==> config.mk <==
export PLATFORM = sky130hd
export DESIGN_NAME = imem_uart_loader
export DESIGN_NICKNAME = d
export VERILOG_FILES = /design/src/rtl/imem_uart_loader.sv
export SDC_FILE = /design/constraint.sdc
export NUM_CORES = 1
export LEC_CHECK = 0
export BUFFER_PORTS_ARGS = -buffer_cell sky130_fd_sc_hd__buf_2
export CORE_UTILIZATION = 30
export DETAILED_ROUTE_END_ITERATION = 10
export GPL_TIMING_DRIVEN = 0
export SLEW_MARGIN = 20
export SYNTH_ARGS = -nofsm -noshare
export SYNTH_HDL_FRONTEND = slang
export SYNTH_SLANG_ARGS = --single-unit
export TNS_END_PERCENT = 10
==> constraint.sdc <==
create_clock -name clk -period 2.5 [get_ports clk]
set_clock_uncertainty 0.15 [all_clocks]
set_input_delay 0.375 -clock clk [delete_from_list [all_inputs] [get_ports clk]]
set_output_delay 0.375 -clock clk [all_outputs]
set_load 0.02 [all_outputs]
==> src/rtl/imem_uart_loader.sv <==
// UART program loader: assembles framed bytes into 32-bit words, writes them to instruction RAM,
// and holds the CPU in reset until a checksum-verified image has been loaded.
module imem_uart_loader #(
  parameter int unsigned ADDR_W         = 8,
  parameter int unsigned TIMEOUT_CYCLES = 1000000
) (
  input  logic              clk,
  input  logic              reset,
  input  logic              start,
  input  logic [7:0]        rx_data,
  input  logic              rx_valid,
  output logic              wr_en,
  output logic [ADDR_W-1:0] wr_addr,
  output logic [31:0]       wr_data,
  output logic              cpu_hold,
  output logic              busy,
  output logic              done,
  output logic              error,
  output logic [ADDR_W:0]   words_loaded
);

  localparam int unsigned     TmoW     = $clog2(TIMEOUT_CYCLES + 1);
  localparam logic [TmoW-1:0] TmoLast  = TmoW'(TIMEOUT_CYCLES - 1);
  localparam logic [16:0]     MaxWords = 17'(1) << ADDR_W;

  typedef enum logic [2:0] {
    StIdle,
    StLenHi,
    StLenLo,
    StData,
    StCheck,
    StDone,
    StError
  } state_e;

  state_e              state_q, state_d;
  logic [7:0]          len_hi_q, len_hi_d;
  logic [15:0]         len_q, len_d;
  logic [31:0]         word_q, word_d;
  logic [1:0]          byte_idx_q, byte_idx_d;
  logic [7:0]          csum_q, csum_d;
  logic [TmoW-1:0]     tmo_q, tmo_d;
  logic                wr_en_q, wr_en_d;
  logic [ADDR_W-1:0]   wr_addr_q, wr_addr_d;
  logic [31:0]         wr_data_q, wr_data_d;
  logic [ADDR_W:0]     words_q, words_d;
  logic                hold_q, hold_d;
  logic                busy_q, busy_d;
  logic                done_q, done_d;
  logic                error_q, error_d;

  logic                in_frame;
  logic                go_error;
  logic                last_word;
  logic [15:0]         len_rx;

  always_comb begin
    state_d    = state_q;
    len_hi_d   = len_hi_q;
    len_d      = len_q;
    word_d     = word_q;
    byte_idx_d = byte_idx_q;
    csum_d     = csum_q;
    tmo_d      = tmo_q;
    wr_en_d    = 1'b0;
    wr_addr_d  = wr_addr_q;
    wr_data_d  = wr_data_q;
    words_d    = words_q;
    hold_d     = hold_q;
    busy_d     = busy_q;
    done_d     = done_q;
    error_d    = error_q;
    go_error   = 1'b0;
    len_rx     = {len_hi_q, rx_data};
    last_word  = (32'(words_q) + 32'd1) == 32'(len_q);
    in_frame   = (state_q == StLenHi) || (state_q == StLenLo) ||
                 (state_q == StData)  || (state_q == StCheck);

    // start always wins: any byte on the same cycle and any word in flight are dropped
    if (start) begin
      state_d    = StLenHi;
      hold_d     = 1'b1;
      busy_d     = 1'b1;
      done_d     = 1'b0;
      error_d    = 1'b0;
      words_d    = '0;
      csum_d     = '0;
      byte_idx_d = '0;
      tmo_d      = '0;
    end else begin
      case (state_q)
        StLenHi: begin
          if (rx_valid) begin
            len_hi_d = rx_data;
            state_d  = StLenLo;
          end
        end
        StLenLo: begin
          if (rx_valid) begin
            len_d = len_rx;
            if (len_rx == 16'd0 || {1'b0, len_rx} > MaxWords) begin
              go_error = 1'b1;
            end else begin
              state_d = StData;
            end
          end
        end
        StData: begin
          if (rx_valid) begin
            csum_d     = csum_q ^ rx_data;
            byte_idx_d = byte_idx_q + 2'd1;
            if (byte_idx_q == 2'd3) begin
              wr_en_d   = 1'b1;
              wr_addr_d = words_q[ADDR_W-1:0];
              wr_data_d = {rx_data, word_q[23:0]};
              words_d   = words_q + 1'b1;
              if (last_word) begin
                state_d = StCheck;
              end
            end else begin
              word_d[{byte_idx_q, 3'b000} +: 8] = rx_data;
            end
          end
        end
        StCheck: begin
          if (rx_valid) begin
            if (rx_data == csum_q) begin
              state_d = StDone;
              done_d  = 1'b1;
              hold_d  = 1'b0;
              busy_d  = 1'b0;
            end else begin
              go_error = 1'b1;
            end
          end
        end
        default: ;
      endcase

      if (in_frame) begin
        if (rx_valid) begin
          tmo_d = '0;
        end else if (tmo_q == TmoLast) begin
          go_error = 1'b1;
        end else begin
          tmo_d = tmo_q + TmoW'(1);
        end
      end

      // cpu_hold is left set: RAM contents are untrusted after a failed load
      if (go_error) begin
        state_d = StError;
        error_d = 1'b1;
        busy_d  = 1'b0;
      end
    end
  end

  always_ff @(posedge clk or negedge reset) begin
    if (!reset) begin
      state_q    <= StIdle;
      len_hi_q   <= '0;
      len_q      <= '0;
      word_q     <= '0;
      byte_idx_q <= '0;
      csum_q     <= '0;
      tmo_q      <= '0;
      wr_en_q    <= 1'b0;
      wr_addr_q  <= '0;
      wr_data_q  <= '0;
      words_q    <= '0;
      hold_q     <= 1'b0;
      busy_q     <= 1'b0;
      done_q     <= 1'b0;
      error_q    <= 1'b0;
    end else begin
      state_q    <= state_d;
      len_hi_q   <= len_hi_d;
      len_q      <= len_d;
      word_q     <= word_d;
      byte_idx_q <= byte_idx_d;
      csum_q     <= csum_d;
      tmo_q      <= tmo_d;
      wr_en_q    <= wr_en_d;
      wr_addr_q  <= wr_addr_d;
      wr_data_q  <= wr_data_d;
      words_q    <= words_d;
      hold_q     <= hold_d;
      busy_q     <= busy_d;
      done_q     <= done_d;
      error_q    <= error_d;
    end
  end

  assign wr_en        = wr_en_q;
  assign wr_addr      = wr_addr_q;
  assign wr_data      = wr_data_q;
  assign cpu_hold     = hold_q;
  assign busy         = busy_q;
  assign done         = done_q;
  assign error        = error_q;
  assign words_loaded = words_q;

endmodule

# Yosys cells after proc, flatten, opt, wreduce, memory -nomap -nowiden
# Cells that the tools add are included.
# totals
reg_bits	143
input_bits	12
output_inout_bits	54
word_cells	120
# op_classes
add_sub_neg	5
order_cmp	1
n_eq_ne	17
n_shift	2
muxes	51
n_bitwise	3
reduce_logical	26
# op_table
operator	n
20-bit 2-to-1 mux	4
9-bit 2-to-1 mux	4
32-bit bitwise mux	1
8-bit by 7-bit variable shift with 32-bit output, first input constant	1
8-bit by 7-bit variable part select with 32-bit output	1
3-bit 2-to-1 mux	10
1-bit 2-to-1 mux	24
8-bit 2-to-1 mux	3
4-bit by 3-bit inequality test with 1-bit output, second input constant	6
20-bit by 1-bit adder with 20-bit output, second input constant	1
20-bit equality test, second input constant	1
10-bit by 16-bit equality test with 1-bit output	1
16-bit by 9-bit > comparator with 1-bit output, second input constant	1
16-bit zero test	1
3-bit AND reduction	5
2-bit nonzero test	7
3-bit case mux with 4 select lines	1
9-bit by 1-bit adder with 10-bit output, second input constant	1
9-bit by 1-bit adder with 9-bit output, second input constant	1
9-bit AND reduction	1
3-bit nonzero test	3
8-bit equality test	1
4-bit by 2-bit inequality test with 1-bit output, second input constant	2
4-bit AND reduction	2
14 further kinds	22

# Longest topological paths before layout
# Gate-level depths: netlist (run 1).
# depth
ltp_word	11
ltp_mapped	9
depth_no_buf	8

# Worst setup path before layout (run 1)
# Ideal clock, no wire load.
# synth_timing
path_type	register -> register
from	reg words_q[7], in the netlist words_loaded[7]
to	reg state_q[2]
setup_ns	0.067
arrival_ns	2.053
setup_slack_ns	0.230
path_stages_with_launch	9
path_buffers	1
synth_period_minus_slack_ns	2.270
cell_sequence	dfrtp_1 clkbuf_1 or3_1 a311o_1 o22ai_1 o2bb2ai_1 o2111ai_1 a21oi_2 o221a_1
# synth_via
elab_chain_cells	4
# synth_rtl
element	line_no	text
from (decl)	46	logic [ADDR_W:0] words_q, words_d;
from (signal assigned)	187	words_q <= words_d;
9-bit by 1-bit adder with 10-bit output	75	last_word = (32'(words_q) + 32'd1) == 32'(len_q);
10-bit by 16-bit equality test with 1-bit output	75	
4-bit by 3-bit inequality test with 1-bit output (no source line)	n/a	
9-bit AND reduction (no source line)	n/a	
to (signal assigned)	161	state_q <= StIdle;
to (signal assigned)	177	state_q <= state_d;
to (decl)	36	state_e state_q, state_d;
# No other way between the ends.
# A chain may end at the register's enable or synchronous reset.

# Worst setup path in the final report (run 1)
# layout_timing
from	reg tmo_q[15]
to	reg state_q[1]
# layout_via
elab_chain_cells	7
elab_cells_between_ends	17
# layout_rtl
element	line_no	text
from (decl)	42	logic [TmoW-1:0] tmo_q, tmo_d;
from (signal assigned)	183	tmo_q <= tmo_d;
20-bit equality test *	143	end else if (tmo_q == TmoLast) begin
1-bit 2-to-1 mux *	143	
1-bit 2-to-1 mux *	141	if (rx_valid) begin
1-bit 2-to-1 mux *	140	if (in_frame) begin
1-bit 2-to-1 mux *	80	if (start) begin
4-bit by 2-bit inequality test with 1-bit output (no source line), or another cell as far along	n/a	
9-bit AND reduction (no source line) / 3-bit 2-to-1 mux (equally long branches)	n/a	
# Every way passes the cells marked *; elsewhere a longest branch is shown, timed or not. The select of a mux whose other input is x is not followed.

==> results of run 1 <==
## where the power goes
| part | leakage (nW) | switching, mW | total, mW | internal [mW] |
|---|---|---|---|---|
| logic | 1.41 | 0.619 | 1.13 | 0.508 |
| registers | 1.83 | 0.215 | 2.70 | 2.48 |
| clock network | 0.295 | 0.986 | 2.62 | 1.64 |
## synthesized netlist by cell type, types with 2 or more instances
master,n
a211oi_1,2
a21o_1,2
a21oi_1,12
and2_1,2
and3_1,8
buf_2,15
clkbuf_1,11
dfrtp_1,135
ha_1,7
inv_1,4
mux2_2,63
nand2_1,80
nand2b_1,4
nand3_1,20
nand4_1,8
nor2_1,50
nor2b_1,6
nor3_1,7
nor3b_1,5
nor4_1,4
nor4b_1,2
o21ai_0,34
o31ai_1,2
or3_1,6
xnor2_1,20
xor2_1,32
## layout make-up
cell class	count	area (sq um)	area share [%]
Multi-Input combinational cell	397	2731	36.05
Buffer	28	143.9	1.899
Sequential cell	135	3379	44.60
Timing Repair Buffer	60	345.3	4.557
Inverter	5	18.77	0.2477
Tap cell	270	337.8	4.458
Clock inverter	12	167.7	2.213
Clock buffer	19	452.9	5.978
## metal layers
layer	track usage, %	vias to the layer above	wire (microns)
met5	0	-	0
met4	3.842	0	124
met3	3.386	10	444
met2	21.13	69	6306
met1	18.46	2138	6622
li1	-	2095	-
## path summary, 6_finish.rpt
check | end | cells after the start | start | slack (ns)
min in group asynchronous | error | 2 | reset | 0.35
worst min-delay path | word_q[18] | 3 | rx_data[2] | 0.17
worst max register to register | state_q[1] | 7 | tmo_q[15] | 0.11
worst max-delay path | state_q[1] | 7 | tmo_q[15] | 0.11
max in group asynchronous | word_q[4] | 3 | reset | 1.12
worst min register to register | word_q[3] | 2 | word_q[3] | 0.32
## state kept, by name, summed over array words and instances, names as in the netlist
| name | flops |
|---|---|
| tmo_q | 20 |
| done | 1 |
| len_hi_q | 8 |
| byte_idx_q | 2 |
| words_loaded | 9 |
| wr_addr | 8 |
| busy | 1 |
| csum_q | 8 |
| word_q | 24 |
| wr_data | 32 |
| state_q | 3 |
| error | 1 |
| cpu_hold | 1 |
| wr_en | 1 |
| len_q | 16 |
## what timing repair did
item / 4_1_cts / 5_1_grt
pin swaps: 1 / 8
resized for setup: 12 / 13
hold buffers: 1 / 0
setup buffers: 1 / 2
endpoints found under the setup margin: 75 / 77
hold endpoints to repair: 59 / 0
## critical path, delay by kind of cell (launching register included)
| kind | cells | cell delay, ns |
|---|---|---|
| flip-flops | 1 | 0.42 |
| AND/OR/NAND/NOR | 3 | 0.91 |
| AO/OA/AOI/OAI | 4 | 0.82 |
## through the flow
step                std cells  total power [mW]  area (sq um)
floorplan                 565             3.516          6167
global placement          890             3.793          6780
detailed placement        891             3.828          6818
CTS                       924             6.480          7507
global route              926             6.768          7577
finish                    926             6.447          7577
## placed cells by master, fill, tap and decap left out, types with 7 or more instances in the layout
| master | instances |
|---|---|
| dfrtp_1 | 134 |
| nand2_1 | 79 |
| buf_2 | 65 |
| mux2_2 | 63 |
| nor2_1 | 49 |
| o21ai_0 | 34 |
| xor2_1 | 32 |
| xnor2_1 | 20 |
| nand3_1 | 19 |
| clkbuf_16 | 17 |
| clkbuf_1 | 10 |
| a21oi_1 | 10 |
| and3_1 | 8 |
| nand4_1 | 8 |
| nor3_1 | 7 |
| buf_4 | 7 |
| ha_1 | 7 |
## cell families (layout without fill, tap and decap cells)
| kind of cell | Yosys count | after routing | synth area share (%) |
|---|---|---|---|
| AOI/OAI and AO/OA | 67 | 67 | 6.695 |
| muxes | 64 | 64 | 11.67 |
| and+or+nand+nor | 206 | 206 | 15.40 |
| xor gates and xnor gates | 53 | 53 | 7.649 |
| adders and majority gates | 7 | 7 | 1.420 |
| DFF | 135 | 135 | 54.78 |
| buffers and inverters | 33 | 124 | 2.394 |
==> reports/results.tsv, run 1 <==
metric	value	unit
core box area	0.02017	sq mm
Clock Sinks	135	
# fillers	2033	
syn_nets	584	
dpl ws	-0.3880	ns
Max Slew Vio Count	0	
synthesis-stage register bit count	135	
vias per std cell	4.657	
grt ovf	0	
Final period util	95.60	%
Post-DRT Antenna Nets	0	
H-tree depth	4	
distinct cell type count after synthesis	50	
fin util	37.57	%
Final min period	2.390	ns
asr flop ratio synth	100.0	%
Root Driver	clkbuf_16	
via count	4312	
Worst Setup Path Type	register to register	
area of the die	0.02113	sq mm
leakage power	3.536	nW
clk_lat worst skew	0.41	ns
router iterations before antenna repair	4	
ys flop type	dfrtp_1	
max_cap viols	0	
nature of the critical path startpoint	register	
Crit Path Max Fanout	4	
gpl congestion	0.7755	
peak supply drop	0.5192	mV
max frequency	0.4184	GHz
share of layout cells above drive strength 1	29.42	%
Final Hold Fails	0	
leading area contributor after synthesis	dfrtp_1	
Die W	145.4	microns
post-synthesis sequential area ratio	54.78	%
Worst Hold Slack	0.1723	ns
CP required	2.67	ns
nets@finish	663	
Slew headroom	41.31	%
mean post-synth cell area	10.92	sq um
synthesized cell area	0.006167	sq mm
worst slew pin tran	0.8784	ns
diodes inserted	0	
Initial DRC Count	206	
first-pass GRT wire length	22710	microns
top post-synthesis cells by area	dfrtp_1, mux2_2, nand2_1, xor2_1, nor2_1	
hpwl dp	9101	microns
Area Overhead vs Synth	22.86	%
Clock Pin Slew Worst Setup and Hold Paths	0.06	ns
Post-synth EDFFs	0	
Critical-path top delay cell	dfrtp_1	
YS warnings	0	
Finish-stage setup viols	0	
num ports	66	
TritonCTS clock tree	built	
starting density of the core	30.58	%
CTS Buf Count	17	
Core Rows	52	
Clock Path Buffers	2	
initial antenna violation count	0	
Synth top area share	54.78	%
Worst EP arrival	2.56	ns
largest net degree at the start of global routing	77	
Mapped Cells	565	
CP cell instances	nor4_2 -> nand4_1 -> or3_4 -> a221oi_4 -> a211o_1 -> o311ai_1 -> a211oi_1	
Routed WL per cell	14.58	microns
Pwr Density	850.8	mW/mm^2
Hold WC Path Type	primary input to register	
RSZ-0062 raised after global routing	yes	
detailed-route DRC error count	0	
port buffer count	55	
status	finished, final reports clean	
Total GRT Usage	13.48	%
Die H	145.4	microns
max incr delay on CP	0.42	ns
vias in the first global route	4278	
Crit. End Element	register	
slack of the critical path	0.1100	ns
total negative setup slack	0	ns
total wire length	13500	microns
Power figures use the tool's default switching activity.
==> run 2: changes to the inputs <==
Settings changed: SKIP_CTS_REPAIR_TIMING set to 1.
Clock period 2.5 ns to 3 ns, I/O delays scaled along.
==> run 2 against run 1 <==
  * First-iteration DRC count shrank 15%
  * Clock power shrank 17%
  * Core utilization shrank 0.63 points
  * Wire length shrank 0.67%
  * Sequential share of layout area grew 0.74 points
  * Flip-flop and latch count is the same
  * Global-route usage shrank 0.096 points
  * Register-to-register slack gained 0.06 ns
  * Hold slack gained 0.075 ns
  * Non-clock buffer count shrank 3
  * Via count shrank 0.42%
  * Critical endpoint is now state_q[2]
  * Largest cell class unchanged
  * Highest routed layer unchanged
==> reports/results.tsv, run 2 (same netlist as run 1, synthesis figures left out) <==
metric	value	unit
combinational power share	16.9	%
largest net degree at the start of global routing	77	
RSZ-0062 raised after global routing	no	
Reg power frac	42.2	%
most frequent cells in the layout	dfrtp_1, nand2_1, buf_2	
cell-internal power	3.839	mW
CTS Buf Count	17	
max incr delay on CP	0.87	ns
net switching power	1.492	mW
CP cell instances	buf_2 -> nor2_2 -> nand2_1 -> nor4_1 -> a221oi_2 -> a21oi_1 -> a21oi_2 -> o221a_1	
worst slew pin tran	1.016	ns
vias per std cell	4.652	
initial antenna violation count	0	
nets@finish	660	
crit path capture	state_q[2]	
max frequency	0.3530	GHz
Design Power	5.331	mW
share of layout cells above drive strength 1	26.80	%
met2 Use GR	20.70	%
TritonCTS clock tree	built	
Finish-stage setup viols	0	
Pwr Density	715.5	mW/mm^2
first-pass GRT wire length	22540	microns
area of the die	0.02113	sq mm
Die W	145.4	microns
total negative setup slack	0	ns
Root Driver	clkbuf_16	
total wire length	13410	microns
Core Rows	52	
clock power share	40.9	%
max_cap viols	0	
peak supply drop	0.4267	mV
port buffer count	55	
Clock Path Buffers	2	
leakage power	3.490	nW
Routed WL per cell	14.53	microns
Worst Hold Slack	0.2477	ns
Critical-path top delay cell	nor4_1	
CP required	3.15	ns
via count	4294	
Hold WC Path Type	primary input to register	
dpl ws	0.06899	ns
final non-filler cell total	923	
num ports	66	
Worst Setup Path Type	register to register	
Clock Sinks	135	
Worst Reg2Reg Path Length in Cells	8	
Sw Ratio	27.99	%
grt ovf	0	
commonest non-fill, non-tap cell in the layout	dfrtp_1	
worst r2r src	state_q[1]	
Final min period	2.833	ns
r2r endpoint	state_q[2]	
area occupied by multi-input gates	0.002644	sq mm
Max Slew Vio Count	0	
diodes inserted	0	
grt met1 use	18.56	%
status	finished, final reports clean	
DP Cell Count	891	
max FFs per register	32	
starting density of the core	30.58	%
Initial DRC Count	175	
Final Hold Fails	0	
hpwl dp	9101	microns
detailed-route DRC error count	0	
Crit. End Element	register	
vias in the first global route	4250	
Slew headroom	31.62	%
Crit Path Max Fanout	10	
Final period util	94.43	%
gpl congestion	0.7755	
GRT busiest layer	met2	
Clock Pin Slew Worst Setup and Hold Paths	0.06	ns
router iterations before antenna repair	4	
core box area	0.02017	sq mm
Die H	145.4	microns
# fillers	2049	
Total GRT Usage	13.38	%
Area Overhead vs Synth	20.82	%
Storage cell area	0.003378	sq mm
Post-DRT Antenna Nets	0	
H-tree depth	4	
Worst EP arrival	2.98	ns
clk_lat worst skew	0.42	ns
nature of the critical path startpoint	register	
Worst Setup SP	state_q[1]	
M3 GR Usage	3.354	%
reg2reg setup slack	0.17	ns
slack of the critical path	0.1671	ns
run 2: cell types whose count changed in the layout (fill, tap and decap cells not counted), moves of 2 or more:
cell,change
buf_2,+4
a21oi_2,-2
a21oi_1,+2
nor3b_1,+2
nor3b_2,-2
buf_4,-6
run 2: area by class of cell:
cell class | instances | share of cell area (%)
Clock buffer | 19 | 6.079
Inverter | 5 | 0.2519
Multi-Input combinational cell | 397 | 35.48
Sequential cell | 135 | 45.34
Clock inverter | 12 | 2.250
Tap cell | 270 | 4.534
Timing Repair Buffer | 57 | 4.332
Buffer | 28 | 1.730
run 2: worst min-delay path by stage:
stage,from,to,slack (ns),cells past startpoint
after floorplan,reset,busy,0.004,0
after global placement,word_q[19],word_q[19],0.31,2
after detailed placement,reset,error,0.28,1
after CTS,reset,words_loaded[6],-0.16,1
after global routing,rx_data[5],word_q[21],0.25,3
final,rx_data[5],word_q[21],0.25,3
run 2: power by group through the flow:
stage               combinational [mW]  sequential [mW]  clock [mW]
floorplan                        0.696             2.23           0
global placement                 0.882             2.28           0
detailed placement               0.907             2.28           0
CTS                              0.910             2.25        2.22
global route                      1.02             2.28        2.31
finish                           0.902             2.25        2.18
run 2: through the flow:
step                      util, %  area [sq um]
after floorplan                 -          6167
after global placement      33.62          6780
after detailed placement    33.80          6818
after CTS                   36.88          7438
after global routing        36.94          7451
final                       36.94          7451
run 2: layer usage:
metal / part of all wire [%] / wire length (microns)
met1: 50 / 6747
met5: 0 / 0
met4: 0.69 / 93
met3: 3.0 / 401
met2: 46 / 6164
run 2: worst max-delay path: cells and delay by family (launching register included):
family / cells / cell delay (ns)
buffers and inverters: 1 / 0.17
flip-flops: 1 / 0.35
AND/OR/NAND/NOR: 3 / 1.19
AO/OA/AOI/OAI: 4 / 0.85
